--- src/rtl/sma_acc_signed.sv ---
// Signed product accumulator: sums N_TERMS consecutive 8-bit products into an
// ACC_W-bit result and hands it off through a buffered valid/ready register.
// Optional feature: define SMA_ACC_SAT_EN to saturate each add and flag it on
// out_ovf; otherwise adds wrap and out_ovf is always 0.
module sma_acc_signed #(
  parameter int unsigned N_TERMS = 4,
  parameter int unsigned ACC_W   = 12
) (
  input  logic             clk,
  input  logic             rst_n,
  input  logic             clr,
  input  logic             in_valid,
  output logic             in_ready,
  input  logic [7:0]       in_p,
  output logic             out_valid,
  input  logic             out_ready,
  output logic [ACC_W-1:0] out_acc,
  output logic             out_ovf
);

  localparam int unsigned CNT_W = $clog2(N_TERMS);
  localparam logic [CNT_W-1:0] LAST_CNT = CNT_W'(N_TERMS - 1);

  logic [ACC_W-1:0] acc;
  logic [CNT_W-1:0] cnt;
  logic             ovf_pend;

  logic             first_term;
  logic             last_term;
  logic             accept;
  logic [ACC_W-1:0] ext;
  logic [ACC_W-1:0] base;
  logic [ACC_W-1:0] sum;
  logic             add_ovf;
  logic             ovf_next;

  assign first_term = (cnt == '0);
  assign last_term  = (cnt == LAST_CNT);

  // Stall only when the final term would overwrite an undrained result.
  assign in_ready = !(last_term && out_valid && !out_ready);
  assign accept   = in_valid && in_ready && !clr;

  assign ext  = ACC_W'($signed(in_p));
  assign base = first_term ? '0 : acc;

`ifdef SMA_ACC_SAT_EN
  localparam logic [ACC_W-1:0] ACC_MAX = {1'b0, {(ACC_W-1){1'b1}}};
  localparam logic [ACC_W-1:0] ACC_MIN = {1'b1, {(ACC_W-1){1'b0}}};

  logic [ACC_W:0] wide;

  // Saturating add: one guard bit exposes signed overflow of the ACC_W-bit sum.
  always_comb begin
    wide    = {base[ACC_W-1], base} + {ext[ACC_W-1], ext};
    add_ovf = 1'b0;
    sum     = wide[ACC_W-1:0];
    if (wide[ACC_W] != wide[ACC_W-1]) begin
      add_ovf = 1'b1;
      sum     = wide[ACC_W] ? ACC_MIN : ACC_MAX;
    end
  end
`else
  // Wrapping add modulo 2^ACC_W; no overflow is ever reported.
  always_comb begin
    sum     = base + ext;
    add_ovf = 1'b0;
  end
`endif

  assign ovf_next = (first_term ? 1'b0 : ovf_pend) | add_ovf;

  // Partial-sum state; clr wins over a same-cycle accept.
  always_ff @(posedge clk or negedge rst_n) begin
    if (!rst_n) begin
      acc      <= '0;
      cnt      <= '0;
      ovf_pend <= 1'b0;
    end else if (clr) begin
      acc      <= '0;
      cnt      <= '0;
      ovf_pend <= 1'b0;
    end else if (accept) begin
      acc      <= sum;
      ovf_pend <= ovf_next;
      cnt      <= last_term ? '0 : cnt + CNT_W'(1);
    end
  end

  // Output register: load on the final term, otherwise clear on handoff.
  always_ff @(posedge clk or negedge rst_n) begin
    if (!rst_n) begin
      out_valid <= 1'b0;
      out_acc   <= '0;
      out_ovf   <= 1'b0;
    end else if (accept && last_term) begin
      out_valid <= 1'b1;
      out_acc   <= sum;
      out_ovf   <= ovf_next;
    end else if (out_valid && out_ready) begin
      out_valid <= 1'b0;
    end
  end

endmodule
--- config.mk ---
export PLATFORM = sky130hd
export DESIGN_NAME = sma_acc_signed
export DESIGN_NICKNAME = d
export VERILOG_FILES = /design/src/rtl/sma_acc_signed.sv
export SDC_FILE = /design/constraint.sdc
export NUM_CORES = 1
export LEC_CHECK = 0
export BUFFER_PORTS_ARGS = -buffer_cell sky130_fd_sc_hd__buf_2
export CAP_MARGIN = 15
export CORE_MARGIN = 5
export CORE_UTILIZATION = 45
export DETAILED_ROUTE_END_ITERATION = 10
export HOLD_SLACK_MARGIN = 0.1
export PLACE_DENSITY = 0.65
export SYNTH_ARGS = -nofsm -noshare
export SYNTH_HDL_FRONTEND = slang
export SYNTH_SLANG_ARGS = --single-unit
--- constraint.sdc ---
create_clock -name clk -period 7.2 [get_ports clk]
set_input_delay 0 -clock clk [delete_from_list [all_inputs] [get_ports clk]]
set_output_delay 0 -clock clk [all_outputs]
set_load 0.03 [all_outputs]
==> impl_metrics.json, run 1 <==
{
  "combPwrFrac": 0.253,
  "track_usage": 0.1780,
  "fmax_mhz": 364.7,
  "synth_cell_types": 44,
  "ys_seq_area_frac": 0.3781,
  "min_period_ns": 2.742,
  "dieArea_sq_mm": 0.005672,
  "slew_headroom": 0.5357,
  "vias": 1618,
  "cp.arrival_ns": 2.91,
  "ys.flop_type": "dfrtp_1",
  "layout_common_cells": "nand2_1, dfrtp_1, buf_2, ha_1, nand3_1",
  "p_leak_uw": 0.001093,
  "first_pass_iters": 4,
  "finalCritPeriodShare": 0.3808,
  "cts_tree": "done",
  "ys_async_sr_fraction": 1.000,
  "crit_family": "compound AO/OA/AOI/OAI gates",
  "vdd_drop_max_uv": 109.0,
  "grt.overflow.total": 0,
  "grt_max_degree": 30,
  "io_pins": 28,
  "initial_utilization": 0.4730,
  "gp_congestion": 0.7995,
  "crit_buf_inv": 1,
  "syn_area_per_cell_sq_um": 8.764,
  "n_fill_cell": 391,
  "routed.top_layer": "met4",
  "p_int_uw": 285.6,
  "cts_buffers": 5,
  "rsz0062_at_grt": "false",
  "clkTransAtPathRegs_ns": 0.06,
  "fin_skew_ns": 0.002986,
  "fin_area_sq_mm": 0.002201,
  "synth_cells": 219,
  "seqPwrFrac": 0.442,
  "drv_slew": 0,
  "cp_max_fo": 14,
  "setup_tns_ns": 0,
  "drc_errors": 0,
  "antenna_cells": 0,
  "switching_share": 0.3255,
  "clockBufferDepth": 2,
  "p_total_uw": 423.5,
  "finalHoldViolCount": 0,
  "fp.dieW_microns": 75.31,
  "finalWirelength_microns": 4327,
  "min_path_type": "input port to flip-flop",
  "place_area_sq_mm": 0.002081,
  "cp.required_ns": 7.37,
  "areaGrowthSynthToFinish_pct": 14.67,
  "clock-root-buffer": "clkbuf_8",
  "dp.final_hpwl_microns": 3070,
  "cp-start-kind": "flip-flop",
  "worstSkewPairLatency_ns": 0.29,
  "cts_sinks": 29,
  "status": "finished, final reports clean",
  "power_frac_clock": 0.305,
  "synth-edff-count": 0,
  "antenna_found_initial": 0,
  "core_sq_mm": 0.004058,
  "layout.cells.most_common": "nand2_1",
  "synth.net_count": 246,
  "worstSetupPathType": "flip-flop to flip-flop",
  "cp_slowest_cell": "ha_1",
  "synth_seq_cells": 29,
  "grt_pass1_wl_microns": 7603,
  "p_sw_uw": 137.8,
  "syn_area_sq_mm": 0.001919,
  "wl_met1_microns": 2208,
  "via_per_inst": 5.430,
  "slowest_delay_ns": 0.45,
  "post_drt_wl_per_cell_microns": 14.52,
  "antenna_left": 0,
  "htreeDepth": 2,
  "worst_slew_pin_slew_ns": 0.6948,
  "cap_viol_max_count": 0,
  "wl_met3_microns": 142,
  "wl_met2_microns": 1906,
  "drtIter0Drc": 49,
  "cp_common_cell": "ha_1",
  "drive_above_1_share": 0.1694,
  "io_buffers": 27,
  "endpoint_kind": "flip-flop",
  "setup-violations-final": 0,
  "yosysWarnings": 0,
  "die_h_microns": 75.31,
  "p_per_area_mw_per_mm2": 192.4,
  "nets": 274,
  "path_cells": "inv_1, ha_1, nor2b_1, ha_1, a21o_1, a31o_2, o211ai_2, a2111oi_1, a311o_1",
  "rows": 23,
  "grt_pass1_vias": 1657
}
flip-flops by register name, indices dropped and copies added (netlist names):
signal,count
acc,12
out_acc,12
cnt,2
out_ovf,1
out_valid,1
ovf_pend,1
timing repair:
item,CTS,global route
setup buffers,0,0
hold endpoints to repair,32,0
hold buffers,4,0
gates resized for setup,0,0
layout make-up:
cell class,instances,area [sq um],area share
well taps,50,62.56,0.02843
multi-input cells,171,1120,0.5088
inverters,8,30.03,0.01364
clock buffers,8,80.08,0.03638
flip-flops and latches,29,725.7,0.3297
repair buffers,32,182.7,0.08300
kinds of logic (layout without fill, tap and decap cells):
group | after synthesis | count (layout) | share of synthesized area
buffers and inverters | 19 | 48 | 0.03847
xor gates and xnor gates | 4 | 4 | 0.01826
and+or+nand+nor | 98 | 98 | 0.2614
muxes | 1 | 1 | 0.005867
adders and majority gates | 14 | 14 | 0.09518
AOI/OAI and AO/OA | 54 | 54 | 0.2027
DFF | 29 | 29 | 0.3781
power groups by stage:
stage                     combinational, uW  sequential, uW  clock (uW)
after floorplan                        54.5             211           0
after global placement                  105             190           0
after detailed placement                107             190           0
after CTS                               108             187         134
after global routing                    121             189         139
final                                   107             187         129
cells in the mapped netlist (3+ instances only):
cell	instances	area (sq um)
nand2_1	33	123.9
dfrtp_1	29	725.7
ha_1	13	162.7
nand3_1	12	60.06
a21oi_1	11	55.05
nor2b_1	11	68.82
inv_1	8	30.03
nor2_1	8	30.03
a21o_1	7	52.55
clkbuf_1	7	26.28
nor3_1	7	35.03
o21ai_1	7	35.03
and3_1	5	31.28
nand2b_1	5	31.28
nand4_1	5	31.28
o31ai_1	5	37.54
nand3b_1	4	30.03
o21a_1	4	30.03
o21ai_0	4	20.02
a21oi_2	3	26.28
worst register-to-register path, delay by kind of cell, from the launching register on:
kind | cells | cell delay (ns)
adders and majority gates | 2 | 0.85
buffers and inverters | 1 | 0.07
and+or+nand+nor | 1 | 0.10
AOI/OAI and AO/OA | 5 | 1.19
DFF | 1 | 0.41
metrics by stage:
stage                     hold WS [ns]  cells    util  setup slack (ns)
after floorplan                -0.2956    219       -             4.633
after global placement         0.07271    286  0.5128             4.507
after detailed placement       0.07802    286  0.5128             4.445
after CTS                       0.1770    298  0.5424             4.439
after global routing            0.2075    298  0.5424             4.260
final                           0.1809    298  0.5424             4.458
worst paths after layout:
check                      slack (ns)                     from                       to  cells after the start
max in group asynchronous        6.48                    rst_n       acc[6]$_DFFE_PN0P_                      2
min in group asynchronous        0.30                    rst_n   out_acc[4]$_DFFE_PN0P_                      2
setup / recovery                 4.46       cnt[0]$_DFFE_PN0P_       acc[9]$_DFFE_PN0P_                      9
hold / removal                   0.18                  in_p[1]       acc[1]$_DFFE_PN0P_                      4
hold reg to reg                  0.47  out_acc[10]$_DFFE_PN0P_  out_acc[10]$_DFFE_PN0P_                      2
setup reg to reg                 4.46       cnt[0]$_DFFE_PN0P_       acc[9]$_DFFE_PN0P_                      9
routing by layer:
metal	up-vias	global-route usage
met5	-	0
li1	840	-
met2	24	0.2819
met1	747	0.2413
met4	0	0.06408
met3	7	0.03694
Power figures use the tool's default switching activity.
==> run 2, diff against run 1 <==
--- a/config.mk
+++ b/config.mk
@@ -11,7 +11,7 @@
 export CORE_UTILIZATION = 45
 export DETAILED_ROUTE_END_ITERATION = 10
 export HOLD_SLACK_MARGIN = 0.1
-export PLACE_DENSITY = 0.65
+export PLACE_DENSITY = 0.68
 export SYNTH_ARGS = -nofsm -noshare
 export SYNTH_HDL_FRONTEND = slang
 export SYNTH_SLANG_ARGS = --single-unit
==> constraint.sdc (replaced) <==
create_clock -name clk -period 2.4 [get_ports clk]
set_input_delay 0 -clock clk [delete_from_list [all_inputs] [get_ports clk]]
set_output_delay 0 -clock clk [all_outputs]
set_load 0.03 [all_outputs]
==> run 2 against run 1 <==
  * Count of clock-buffer cells in the layout decreased by 1
  * Core utilization increased by 5.6 points
  * Flip-flop and latch count unchanged
  * Final area increased by 10%
  * Total power increased to 3.2 times the previous value
  * Worst setup slack got worse by 4.4 ns
  * Via count increased by 9.3%
  * Sequential power increased to 3.0 times the previous value
  * Largest cell class unchanged
  * Largest power group unchanged
==> impl_metrics.json, run 2 (synthesized netlist as in run 1, its figures left out) <==
{
  "status": "finished, final reports clean",
  "post_drt_wl_per_cell_microns": 15.41,
  "die_h_microns": 75.31,
  "dieArea_sq_mm": 0.005672,
  "reg.largest.list": "acc x12, out_acc x12, cnt x2",
  "core_sq_mm": 0.004058,
  "vdd_drop_max_uv": 417.4,
  "finalCritPeriodShare": 0.9826,
  "worstSetupPathType": "flip-flop to flip-flop",
  "seqPwrFrac": 0.419,
  "worstSkewPairLatency_ns": 0.28,
  "cp.required_ns": 2.62,
  "fp.dieW_microns": 75.31,
  "power_frac_clock": 0.303,
  "layout_common_cells": "nand2_1, dfrtp_1, buf_2, buf_4, nand3_1",
  "antenna_found_initial": 0,
  "nets": 291,
  "p_int_uw": 909.5,
  "drv_slew": 0,
  "antenna_cells": 0,
  "reg2reg_from": "cnt[1]$_DFFE_PN0P_",
  "p_leak_uw": 0.001193,
  "clock-root-buffer": "clkbuf_8",
  "place_area_sq_mm": 0.002173,
  "cp_common_cell": "a21o_1",
  "cp.arrival_ns": 2.58,
  "path_cells": "inv_2, ha_4, buf_4, nor2b_2, ha_1, a21o_1, a21o_1, a21o_1, or4_1, nand3_1",
  "grt.overflow.total": 0,
  "slew_headroom": 0.5556,
  "initial_utilization": 0.4730,
  "grt_max_degree": 30,
  "io_pins": 28,
  "hp-start": "clr",
  "hold-path-endpoint": "cnt[0]$_DFFE_PN0P_",
  "switching_share": 0.3237,
  "setup-violations-final": 0,
  "cp_max_fo": 6,
  "vias": 1768,
  "placed_cells": 298,
  "holdWs_ns": 0.1240,
  "htreeDepth": 2,
  "reg2reg_slack_ns": 0.04,
  "cts_tree": "done",
  "fin_skew_ns": 0.005303,
  "cp-start-kind": "flip-flop",
  "clkTransAtPathRegs_ns": 0.06,
  "drtIter0Drc": 94,
  "r2r_end": "acc[10]$_DFFE_PN0P_",
  "dp.final_hpwl_microns": 3333,
  "min_period_ns": 2.358,
  "track_usage": 0.1831,
  "areaGrowthSynthToFinish_pct": 26.40,
  "first_pass_iters": 4,
  "via_per_inst": 5.631,
  "slowest_delay_ns": 0.48,
  "endpoint_kind": "flip-flop",
  "io_buffers": 27,
  "min_path_cells": 2,
  "rows": 23,
  "layoutNonFillerInstCount": 314,
  "fmax_mhz": 424.0,
  "gp_congestion": 0.8060,
  "grt_pass1_vias": 1680,
  "fin_area_sq_mm": 0.002426,
  "clockBufferDepth": 2,
  "r2r_cells": 10,
  "p_sw_uw": 435.3,
  "min_path_type": "input port to flip-flop",
  "antenna_left": 0,
  "cap_viol_max_count": 0,
  "combPwrFrac": 0.279,
  "cts_sinks": 29,
  "drive_above_1_share": 0.3030,
  "finalHoldViolCount": 0,
  "finalWirelength_microns": 4838,
  "p_per_area_mw_per_mm2": 554.3,
  "drc_errors": 0,
  "cts_buffers": 5,
  "cp_slowest_cell": "or4_1",
  "worst_slew_pin_slew_ns": 0.6666,
  "layout.cells.most_common": "nand2_1",
  "final_util": 0.5979,
  "rsz0062_at_grt": "true",
  "grt_pass1_wl_microns": 7852
}
run 2: cell count changes in the layout (fill, tap and decap cells not counted), sizes merged:
cell	previous run	this run
buf	28	46
clkbuf	8	7
dlygate4sd3	4	3
run 2: power by group through the flow:
stage                     Sequential [uW]  Combinational (uW)  Clock, uW
after CTS                             563                 350        416
after global routing                  569                 412        437
after detailed placement              570                 341          0
final                                 563                 375        407
after global placement                570                 336          0
after floorplan                       634                 168          0
run 2: what timing repair did:
action / CTS / global route
setup buffers: 0 / 6
gates resized for setup: 2 / 23
hold buffers: 3 / 0
pin swaps: 1 / 10
endpoints found under the setup margin: 4 / 9
endpoints found under the hold margin: 31 / 0
run 2: final cells by class:
cell class | count | area (sq um)
Inverter | 8 | 30.03
Tap cell | 50 | 62.56
Multi-Input combinational cell | 171 | 1214
Fill cell | 347 | 1632
Sequential cell | 29 | 725.7
Clock buffer | 7 | 86.33
Timing Repair Buffer | 49 | 307.8
run 2: per-stage QoR:
step                      setup TNS [ns]  total power [uW]  setup slack [ns]
final                                  0              1345           0.04176
after detailed placement        -0.09525             911.4          -0.04072
after global routing             -0.1121              1418          -0.03478
after CTS                              0              1328           0.03111
after global placement                 0             906.2           0.03613
after floorplan                        0             801.6           0.01474
run 2: per-layer routing:
layer  share of wire  GRT usage
met5               0          0
met4           0.012    0.06602
met3           0.046    0.03694
met2            0.47     0.2934
met1            0.47     0.2459
run 2: worst max path at each step:
stage | end | from | slack (ns)
after global routing | acc[10]$_DFFE_PN0P_ | cnt[1]$_DFFE_PN0P_ | -0.03
after global placement | acc[9]$_DFFE_PN0P_ | cnt[0]$_DFFE_PN0P_ | 0.04
after floorplan | acc[9]$_DFFE_PN0P_ | cnt[0]$_DFFE_PN0P_ | 0.01
after detailed placement | out_acc[10]$_DFFE_PN0P_ | cnt[0]$_DFFE_PN0P_ | -0.04
final | acc[10]$_DFFE_PN0P_ | cnt[1]$_DFFE_PN0P_ | 0.04
after CTS | acc[9]$_DFFE_PN0P_ | cnt[0]$_DFFE_PN0P_ | 0.03
run 2: critical path, delay by kind of cell (launching register included):
kind | cells | cell delay (ns)
and+or+nand+nor | 3 | 0.61
buffers and inverters | 2 | 0.22
AOI/OAI and AO/OA | 3 | 0.61
DFF | 1 | 0.39
adders and majority gates | 2 | 0.46
==> run 3, diff against run 2 <==
--- a/config.mk
+++ b/config.mk
@@ -11,7 +11,7 @@
 export CORE_UTILIZATION = 45
 export DETAILED_ROUTE_END_ITERATION = 10
 export HOLD_SLACK_MARGIN = 0.1
-export PLACE_DENSITY = 0.68
+export PLACE_DENSITY = 0.65
 export SYNTH_ARGS = -nofsm -noshare
 export SYNTH_HDL_FRONTEND = slang
 export SYNTH_SLANG_ARGS = --single-unit
==> run 3 against run 2 <==
  * Global-route usage grew 0.71 points
  * Largest cell class unchanged
  * Non-clock buffer count grew 1
  * Clock power shrank 4.9%
  * Largest power group unchanged
  * First-iteration DRC count shrank 3.2%
  * Critical endpoint is now out_acc[8]$_DFFE_PN0P_
  * Die area is the same
==> impl_metrics.json, run 3 (synthesized netlist as in run 1, its figures left out) <==
{
  "status": "finished, final reports clean",
  "worst_slew_pin_slew_ns": 0.6511,
  "clockBufferDepth": 2,
  "gp_congestion": 0.7875,
  "hold-path-endpoint": "cnt[0]$_DFFE_PN0P_",
  "seq_area_sq_um": 725.7,
  "p_leak_uw": 0.001196,
  "cp-start-kind": "flip-flop",
  "finalHoldViolCount": 0,
  "drc_errors": 0,
  "htreeDepth": 2,
  "track_usage": 0.1901,
  "min_path_type": "input port to flip-flop",
  "endpoint_kind": "flip-flop",
  "combPwrFrac": 0.285,
  "setup-violations-final": 0,
  "vias": 1720,
  "n_fill_cell": 355,
  "cap_viol_max_count": 0,
  "via_per_inst": 5.443,
  "min_path_cells": 2,
  "clkTransAtPathRegs_ns": 0.06,
  "nets": 292,
  "layout_common_cells": "nand2_1, dfrtp_1, buf_2, buf_4",
  "worstSetupPathType": "flip-flop to flip-flop",
  "seqPwrFrac": 0.424,
  "post_drt_wl_per_cell_microns": 14.94,
  "switching_share": 0.3275,
  "final.setup.worst_slack_ns": 0.1076,
  "antenna_found_initial": 0,
  "dp_slack_ns": 0.0007645,
  "cts_tree": "done",
  "drv_slew": 0,
  "p_total_uw": 1327,
  "dieArea_sq_mm": 0.005672,
  "worstSkewPairLatency_ns": 0.29,
  "reg.largest.list": "acc x12, out_acc x12, cnt x2",
  "areaGrowthSynthToFinish_pct": 27.58,
  "cts_buffers": 5,
  "io_pins": 28,
  "hp-start": "clr",
  "antenna_left": 0,
  "reg2reg_from": "cnt[1]$_DFFE_PN0P_",
  "clock-root-buffer": "clkbuf_8",
  "grt_pass1_vias": 1735,
  "dp.final_hpwl_microns": 3322,
  "setup_tns_ns": 0,
  "power_frac_clock": 0.291,
  "p_int_uw": 892.3,
  "grt.overflow.total": 0,
  "drtIter0Drc": 91,
  "first_pass_iters": 4,
  "cp.arrival_ns": 2.51,
  "finalCritPeriodShare": 0.9552,
  "vdd_drop_max_uv": 544.5,
  "p_sw_uw": 434.6,
  "reg2reg_slack_ns": 0.11,
  "core_sq_mm": 0.004058,
  "drive_above_1_share": 0.3008,
  "min_period_ns": 2.292,
  "cts_sinks": 29,
  "slew_headroom": 0.5660,
  "initial_utilization": 0.4730,
  "grt_pass1_wl_microns": 8031,
  "finalWirelength_microns": 4722,
  "r2r_cells": 11,
  "cp.required_ns": 2.62,
  "fmax_mhz": 436.2,
  "p_per_area_mw_per_mm2": 541.9,
  "fin_skew_ns": 0.007251,
  "cp_max_fo": 7,
  "multiInputGateArea_sq_mm": 0.001235,
  "die_h_microns": 75.31,
  "io_buffers": 27,
  "antenna_cells": 0,
  "r2r_end": "out_acc[8]$_DFFE_PN0P_",
  "grt_max_degree": 30,
  "layout.cells.most_common": "nand2_1",
  "rows": 23,
  "fp.dieW_microns": 75.31
}
[run 3: cell count changes in the layout (fill, tap and decap cells not counted), sizes merged]
cell	previous run	this run
clkbuf	7	8
buf	46	47
[run 3: cell type report]
class | instances | share of cell area
Multi-Input combinational cell | 171 | 0.5043
Tap cell | 50 | 0.02555
Clock buffer | 8 | 0.03270
Sequential cell | 29 | 0.2964
Timing Repair Buffer | 50 | 0.1288
Inverter | 8 | 0.01226
[run 3: timing repair]
item | in CTS | in global routing
hold buffers | 3 | 0
gates resized for setup | 2 | 23
hold endpoints to repair | 31 | 0
buffers inserted | 0 | 3
pin swaps | 0 | 10
setup endpoints to repair | 2 | 9
[run 3: how the worst max path moves through the flow]
stage,start,endpoint,cells past startpoint
floorplan,cnt[0]$_DFFE_PN0P_,acc[9]$_DFFE_PN0P_,10
global placement,cnt[1]$_DFFE_PN0P_,acc[9]$_DFFE_PN0P_,10
detailed placement,cnt[1]$_DFFE_PN0P_,acc[9]$_DFFE_PN0P_,10
CTS,cnt[0]$_DFFE_PN0P_,acc[9]$_DFFE_PN0P_,10
global route,cnt[1]$_DFFE_PN0P_,acc[11]$_DFFE_PN0P_,10
finish,cnt[1]$_DFFE_PN0P_,out_acc[8]$_DFFE_PN0P_,11
[run 3: through the flow]
| stage | hold WS [ns] | area (sq um) | util | cells |
|---|---|---|---|---|
| floorplan | -0.2956 | 1932 | - | 219 |
| global placement | 0.07083 | 2203 | 0.5430 | 302 |
| detailed placement | 0.07130 | 2203 | 0.5430 | 302 |
| CTS | 0.1001 | 2328 | 0.5739 | 313 |
| global route | 0.1252 | 2449 | 0.6035 | 316 |
| finish | 0.1153 | 2449 | 0.6035 | 316 |
[run 3: critical path, stage by stage (launching register included)]
cell	delay, ns
dfrtp_1	0.39
inv_2	0.07
ha_4	0.17
nor2b_1	0.06
ha_2	0.18
inv_2	0.06
fa_2	0.23
nor2b_4	0.06
o2111ai_4	0.30
a21oi_4	0.11
or4b_1	0.52
nand3_1	0.10
[run 3: power groups by stage]
stage	logic [uW]	registers (uW)	clock network (uW)
CTS	356	562	396
global placement	343	569	0
detailed placement	346	570	0
finish	378	562	387
floorplan	168	634	0
global route	418	570	420
[run 3: metal layers]
layer | GRT usage | vias to the layer above | wire length, microns
met2 | 0.2886 | 25 | 2232
met3 | 0.05541 | 5 | 198
met1 | 0.2529 | 807 | 2226
met4 | 0.08155 | 0 | 64
li1 | - | 883 | -
met5 | 0 | - | 0
